===== src/rtl/ksa_pkg.sv =====
// ksa_pkg - shared definitions for the multi-precision Kogge-Stone adder.
//   LIMB_W    : width of one limb, which is also the width of the ksa_16bit core
//   state_t   : sequencer states (IDLE / RUN / DONE)
//   cnt_width : width of the limb counter for a given limb count (minimum 1 bit)
package ksa_pkg;

    localparam int LIMB_W = 16;

    typedef enum logic [1:0] {
        IDLE = 2'd0,
        RUN  = 2'd1,
        DONE = 2'd2
    } state_t;

    // A single-limb build still needs a 1-bit counter.
    function automatic int cnt_width(input int n);
        return (n < 2) ? 1 : $clog2(n);
    endfunction

endpackage


===== src/rtl/ksa_16bit.sv =====
// ksa_16bit - 16-bit Kogge-Stone parallel-prefix adder core (combinational).
//   a, b : 16-bit operands
//   ci   : carry-in
//   sum  : 16-bit sum
//   co   : carry-out
module ksa_16bit (
    input  logic [15:0] a,
    input  logic [15:0] b,
    input  logic        ci,
    output logic [15:0] sum,
    output logic        co
);

    logic [15:0] g0;
    logic [15:0] p0;
    logic [16:0] carry;

    assign g0 = a & b;
    assign p0 = a ^ b;

    // Four prefix levels with span 1, 2, 4, 8. After the last level,
    // lvl[3].g_out[i] / p_out[i] are the group generate/propagate of bits i..0.
    genvar gl, gi;
    generate
        for (gl = 0; gl < 4; gl++) begin : lvl
            logic [15:0] g_in;
            logic [15:0] p_in;
            logic [15:0] g_out;
            logic [15:0] p_out;

            if (gl == 0) begin : src_first
                assign g_in = g0;
                assign p_in = p0;
            end else begin : src_prev
                assign g_in = lvl[gl-1].g_out;
                assign p_in = lvl[gl-1].p_out;
            end

            for (gi = 0; gi < 16; gi++) begin : bit_op
                if (gi >= (1 << gl)) begin : merge
                    assign g_out[gi] = g_in[gi] | (p_in[gi] & g_in[gi - (1 << gl)]);
                    assign p_out[gi] = p_in[gi] & p_in[gi - (1 << gl)];
                end else begin : pass
                    assign g_out[gi] = g_in[gi];
                    assign p_out[gi] = p_in[gi];
                end
            end
        end

        // The carry-in is folded in once at the end rather than as a bit -1.
        assign carry[0] = ci;
        for (gi = 0; gi < 16; gi++) begin : carry_gen
            assign carry[gi+1] = lvl[3].g_out[gi] | (lvl[3].p_out[gi] & ci);
        end
    endgenerate

    assign sum = p0 ^ carry[15:0];
    assign co  = carry[16];

endmodule


===== src/rtl/ksa_mp_adder.sv =====
// ksa_mp_adder - multi-precision sequential adder built on one ksa_16bit core.
// Operands are accepted over in_valid/in_ready, added one 16-bit limb per cycle
// (LSB limb first, carry chained through carry_reg), and the WIDTH-bit result
// with carry-out and signed overflow is returned over out_valid/out_ready.
//   clk, rst            : clock, synchronous active-high reset
//   in_valid, in_ready  : operand handshake (a, b, ci[, sub])
//   out_valid, out_ready: result handshake (sum, co, ovf)
// Optional macro KSA_MP_SUB_EN adds the sub port: sub=1 computes a - b
// (B inverted, limb-0 carry forced to 1, ci ignored; co=1 means no borrow).
module ksa_mp_adder
    import ksa_pkg::*;
#(
    parameter int WIDTH = 64
) (
    input  logic             clk,
    input  logic             rst,
    input  logic             in_valid,
    output logic             in_ready,
    input  logic [WIDTH-1:0] a,
    input  logic [WIDTH-1:0] b,
    input  logic             ci,
`ifdef KSA_MP_SUB_EN
    input  logic             sub,
`endif
    output logic             out_valid,
    input  logic             out_ready,
    output logic [WIDTH-1:0] sum,
    output logic             co,
    output logic             ovf
);

    localparam int NUM_WORDS = WIDTH / LIMB_W;
    localparam int CNT_W     = cnt_width(NUM_WORDS);

    state_t                   state_reg, state_next;
    logic [WIDTH-1:0]         a_reg, b_reg, sum_reg;
    logic                     carry_reg, co_reg, ovf_reg;
    logic [CNT_W-1:0]         cnt_reg;

    logic [WIDTH-1:0]         b_cap;
    logic                     ci_cap;
    logic [LIMB_W-1:0]        core_sum;
    logic                     core_co;
    logic                     last_limb;
    logic [WIDTH+LIMB_W-1:0]  sum_shift;

    // B is stored already inverted for subtraction, so b_reg is b_eff and
    // the overflow rule can look at it directly.
    always_comb begin
        b_cap  = b;
        ci_cap = ci;
`ifdef KSA_MP_SUB_EN
        if (sub) begin
            b_cap  = ~b;
            ci_cap = 1'b1;
        end
`endif
    end

    ksa_16bit u_core (
        .a   (a_reg[LIMB_W-1:0]),
        .b   (b_reg[LIMB_W-1:0]),
        .ci  (carry_reg),
        .sum (core_sum),
        .co  (core_co)
    );

    assign last_limb = (cnt_reg == CNT_W'(NUM_WORDS - 1));
    // New limb enters at the top; after NUM_WORDS shifts limb 0 sits at the bottom.
    assign sum_shift = {core_sum, sum_reg};

    always_comb begin
        state_next = state_reg;
        case (state_reg)
            IDLE:    if (in_valid)  state_next = RUN;
            RUN:     if (last_limb) state_next = DONE;
            DONE:    if (out_ready) state_next = IDLE;
            default:                state_next = IDLE;
        endcase
    end

    always_ff @(posedge clk) begin
        if (rst) begin
            state_reg <= IDLE;
        end else begin
            state_reg <= state_next;
        end
    end

    always_ff @(posedge clk) begin
        if (rst) begin
            a_reg     <= '0;
            b_reg     <= '0;
            sum_reg   <= '0;
            carry_reg <= 1'b0;
            co_reg    <= 1'b0;
            ovf_reg   <= 1'b0;
            cnt_reg   <= '0;
        end else begin
            case (state_reg)
                IDLE: begin
                    if (in_valid) begin
                        a_reg     <= a;
                        b_reg     <= b_cap;
                        carry_reg <= ci_cap;
                        cnt_reg   <= '0;
                    end
                end
                RUN: begin
                    a_reg     <= a_reg >> LIMB_W;
                    b_reg     <= b_reg >> LIMB_W;
                    carry_reg <= core_co;
                    sum_reg   <= sum_shift[WIDTH+LIMB_W-1:LIMB_W];
                    if (last_limb) begin
                        // The low limb now holds the original top limb, so its
                        // bit 15 is the operand sign bit.
                        co_reg  <= core_co;
                        ovf_reg <= (a_reg[LIMB_W-1] == b_reg[LIMB_W-1]) &&
                                   (core_sum[LIMB_W-1] != a_reg[LIMB_W-1]);
                    end else begin
                        cnt_reg <= cnt_reg + CNT_W'(1);
                    end
                end
                default: ;
            endcase
        end
    end

    assign in_ready  = (state_reg == IDLE);
    assign out_valid = (state_reg == DONE);
    assign sum       = sum_reg;
    assign co        = co_reg;
    assign ovf       = ovf_reg;

endmodule


===== config.mk =====
export PLATFORM = sky130hd
export DESIGN_NAME = ksa_mp_adder
export DESIGN_NICKNAME = d
export VERILOG_FILES = /design/src/rtl/ksa_pkg.sv /design/src/rtl/ksa_16bit.sv /design/src/rtl/ksa_mp_adder.sv
export SDC_FILE = /design/constraint.sdc
export NUM_CORES = 1
export LEC_CHECK = 0
export CAP_MARGIN = 15
export CORE_MARGIN = 5
export CORE_UTILIZATION = 50
export CTS_BUF_LIST = sky130_fd_sc_hd__clkbuf_4
export DETAILED_ROUTE_END_ITERATION = 7
export PLACE_DENSITY = 0.8
export SLEW_MARGIN = 15
export SYNTH_ARGS = -nofsm -noshare
export SYNTH_HDL_FRONTEND = slang
export SYNTH_HIERARCHICAL = 1
export SYNTH_SLANG_ARGS = --single-unit
export TNS_END_PERCENT = 1

===== constraint.sdc =====
create_clock -name clk -period 4 [get_ports clk]
set_clock_uncertainty 0.2 [all_clocks]
set_input_delay 1.2 -clock clk [delete_from_list [all_inputs] [get_ports clk]]
set_output_delay 1.2 -clock clk [all_outputs]
set_load 0.02 [all_outputs]

==> results.txt, run 1 <==
clk sinks - 199
vias in the first global route - 7613
initial core utilization - 0.507
Root Driver - clkbuf_4
Synth area leader - dfxtp_1
CTS tree - yes
Ports - 201
Non-Filler Instances - 1468
first-pass GRT wire length - 38400 µm
total gr overflow - 0
routed wire length - 24100 µm
Post-synth top flop - dfxtp_1
endpoints failing setup - 0
reg2reg setup slack - 1.16 ns
ranking of synthesized cells by area - dfxtp_1, a21oi_1, nand2_1
initial DRC count - 614
Seq cells post-synth - 199
GR Util All Layers - 0.234
initial antenna violation count - 1
Residual DRC - 0
area delta synth->final - 26.1%
Leak - 4.17 nW
First-pass DRT Iterations - 5
layout cells sized above 1 - 0.0652
critical path launch point type - flip-flop
Net count, final - 1380
Post-CTS Setup Bufs - 0
top cell type's share of synthesized area - 0.456
dpl hpwl - 17200 µm
Ys Warns - 6
Syn Nets - 1238
Slew HR - 0.508
Via density - 5.46
total power density per cell area - 376 nW/µm²
Setup crit end kind - primary output
Placeable Area - 17200 µm²
RSZ-0062 raised after global routing - no
Placed Instances - 1435
WP data required - 2.60 ns
Final min period - 3.44 ns
fin crit share - 0.860
Peak Freq - 291 MHz
critical path peak fanout - 9
total CTS buffers - 17
CP arrival - 2.04 ns
Clk Latency, worst-skew pair - 0.61 ns
Setup CP Type - flip-flop to primary output
clock buffer depth - 2
synth unique cells - 50
detailed-route via count - 8015
routed len/inst - 16.4 µm
Least-Margin Pin Slew - 0.736 ns
worst slack at placement - 0.883 ns
Total Power - 4.14 mW
final worst setup slack - 0.561 ns
Netlist Area Pre-Place - 8740 µm²
number of max-cap violations - 0
final antenna-violating net count - 0
Layout fillers - 1525
GP Congestion - 0.968
Max VDD drop - 0.000188 V
Final Core Density - 0.640
status - complete, no violations
Seq/Total Area, Yosys - 0.456
hold_buf cts - 0
Port Buffers - 200
Synth Instances - 1087
hold violation count in the final report - 0
Final Max Tran Viols - 0
H-tree depth - 4
CTS resizes - 0
Die Ht - 142 µm
Post-synth EDFFs - 0
syn avg cell area - 8.04 µm²
clk slew on worst S/H paths - 0.16 ns
die area - 20200 µm²
Die W - 142 µm
largest net degree at the start of global routing - 99
Std-Cell Rows - 48
Async SR Flop Fraction - 0
Min-Delay Path Class - flip-flop to flip-flop
TNS Setup - 0 ns
## layout by cell type, fill, tap and decap left out, types with 2 or more instances in the layout
| master | Yosys | routed |
|---|---|---|
| inv_8 | 0 | 2 |
| buf_4 | 6 | 10 |
| nand2b_1 | 3 | 2 |
| a21o_1 | 5 | 5 |
| clkinv_8 | 0 | 2 |
| ha_1 | 17 | 17 |
| nand3_1 | 7 | 7 |
| o21ai_0 | 12 | 12 |
| a311oi_1 | 2 | 2 |
| clkdlybuf4s50_1 | 0 | 199 |
| dfxtp_1 | 199 | 199 |
| nor3_1 | 2 | 2 |
| clkinvlp_4 | 0 | 2 |
| a21oi_1 | 183 | 183 |
| o211ai_1 | 5 | 5 |
| xnor2_1 | 8 | 8 |
| a22oi_1 | 32 | 32 |
| nand3b_1 | 2 | 2 |
| a211oi_1 | 79 | 79 |
| inv_1 | 8 | 8 |
| nand2_1 | 235 | 235 |
| inv_6 | 0 | 6 |
| a211oi_2 | 21 | 21 |
| nor2_1 | 144 | 144 |
| clkbuf_4 | 0 | 18 |
| buf_12 | 0 | 5 |
| or3_1 | 3 | 3 |
| xor2_1 | 3 | 3 |
## cells by family after synthesis
group / count (synthesis) / share of synthesized area
AO/OA/AOI/OAI: 356 / 0.267
XOR/XNOR: 11 / 0.0110
adder cells (fa/ha/maj): 18 / 0.0266
buffers and inverters: 100 / 0.0583
flip-flops: 199 / 0.456
AND/OR/NAND/NOR: 403 / 0.181
## where the power goes
group | switching, mW | internal (mW) | total, mW
clock network | 0.754 | 0.283 | 1.04
logic | 0.497 | 0.387 | 0.884
registers | 0.0999 | 2.12 | 2.22
total | 1.35 | 2.79 | 4.14
## critical path, stage by stage, from the launching register on
cell and delay [ns]:
dfxtp_1 0.59, nor2b_1 0.22, clkdlybuf4s50_1 0.63
## path summary, 6_finish.rpt
kind                            depth (start not counted)                      start                   to
worst min-delay path                                    2        sum[2]$_SDFFE_PP0N_  sum[2]$_SDFFE_PP0N_
worst max register to register                          8     a_reg[12]$_SDFFE_PP0P_     ovf$_SDFFE_PP0P_
worst min register to register                          2        sum[2]$_SDFFE_PP0N_  sum[2]$_SDFFE_PP0N_
worst max-delay path                                    2  state_reg[1]$_SDFFE_PP0P_            out_valid
## Yosys cell counts, types with 2 or more instances
master,instances
buf_2,59
o21ai_0,12
dfxtp_1,199
xnor2_1,8
nand3b_1,2
ha_1,17
clkbuf_1,21
o211ai_1,5
a21oi_1,183
xor2_1,3
a211oi_1,79
nand2b_1,3
a211oi_2,21
nor3_1,2
nor2_1,144
or3_1,3
nand2_1,235
a22oi_1,32
nand3_1,7
buf_4,6
inv_1,8
buf_6,5
a21o_1,5
a311oi_1,2
## metal layers
metal / vias to the layer above / wire length (µm) / global-route usage
met3: 24 / 1590 / 0.0565
met5: - / 0 / 0
li1: 4054 / - / -
met2: 252 / 11600 / 0.387
met1: 3685 / 10500 / 0.309
met4: 0 / 393 / 0.0601
## metrics by stage
| stage | area [µm²] | hold WS, ns |
|---|---|---|
| after global routing | 11000 | 0.292 |
| after CTS | 11000 | 0.268 |
| after global placement | 10800 | 0.241 |
| after floorplan | 8740 | 0.255 |
| final | 11000 | 0.266 |
| after detailed placement | 10800 | 0.248 |
## layout make-up
class	instances	area [µm²]	area share
Timing Repair Buffer	215	2180	0.198
Sequential cell	199	3980	0.361
Clock buffer	18	135	0.0123
Antenna cell	1	2.50	0.000227
Multi-Input combinational cell	788	4280	0.388
Clock inverter	14	136	0.0124
Tap cell	225	282	0.0255
Inverter	8	30.0	0.00272
Note: power is estimated with default switching activity, not from simulation.
==> run 2, diff against run 1 <==
--- a/config.mk
+++ b/config.mk
@@ -5,6 +5,7 @@
 export SDC_FILE = /design/constraint.sdc
 export NUM_CORES = 1
 export LEC_CHECK = 0
+export ABC_AREA = 0
 export CAP_MARGIN = 15
 export CORE_MARGIN = 5
 export CORE_UTILIZATION = 50
==> results of run 2 <==
Same layout as run 1: the final DEF is identical, and so are final timing and power.
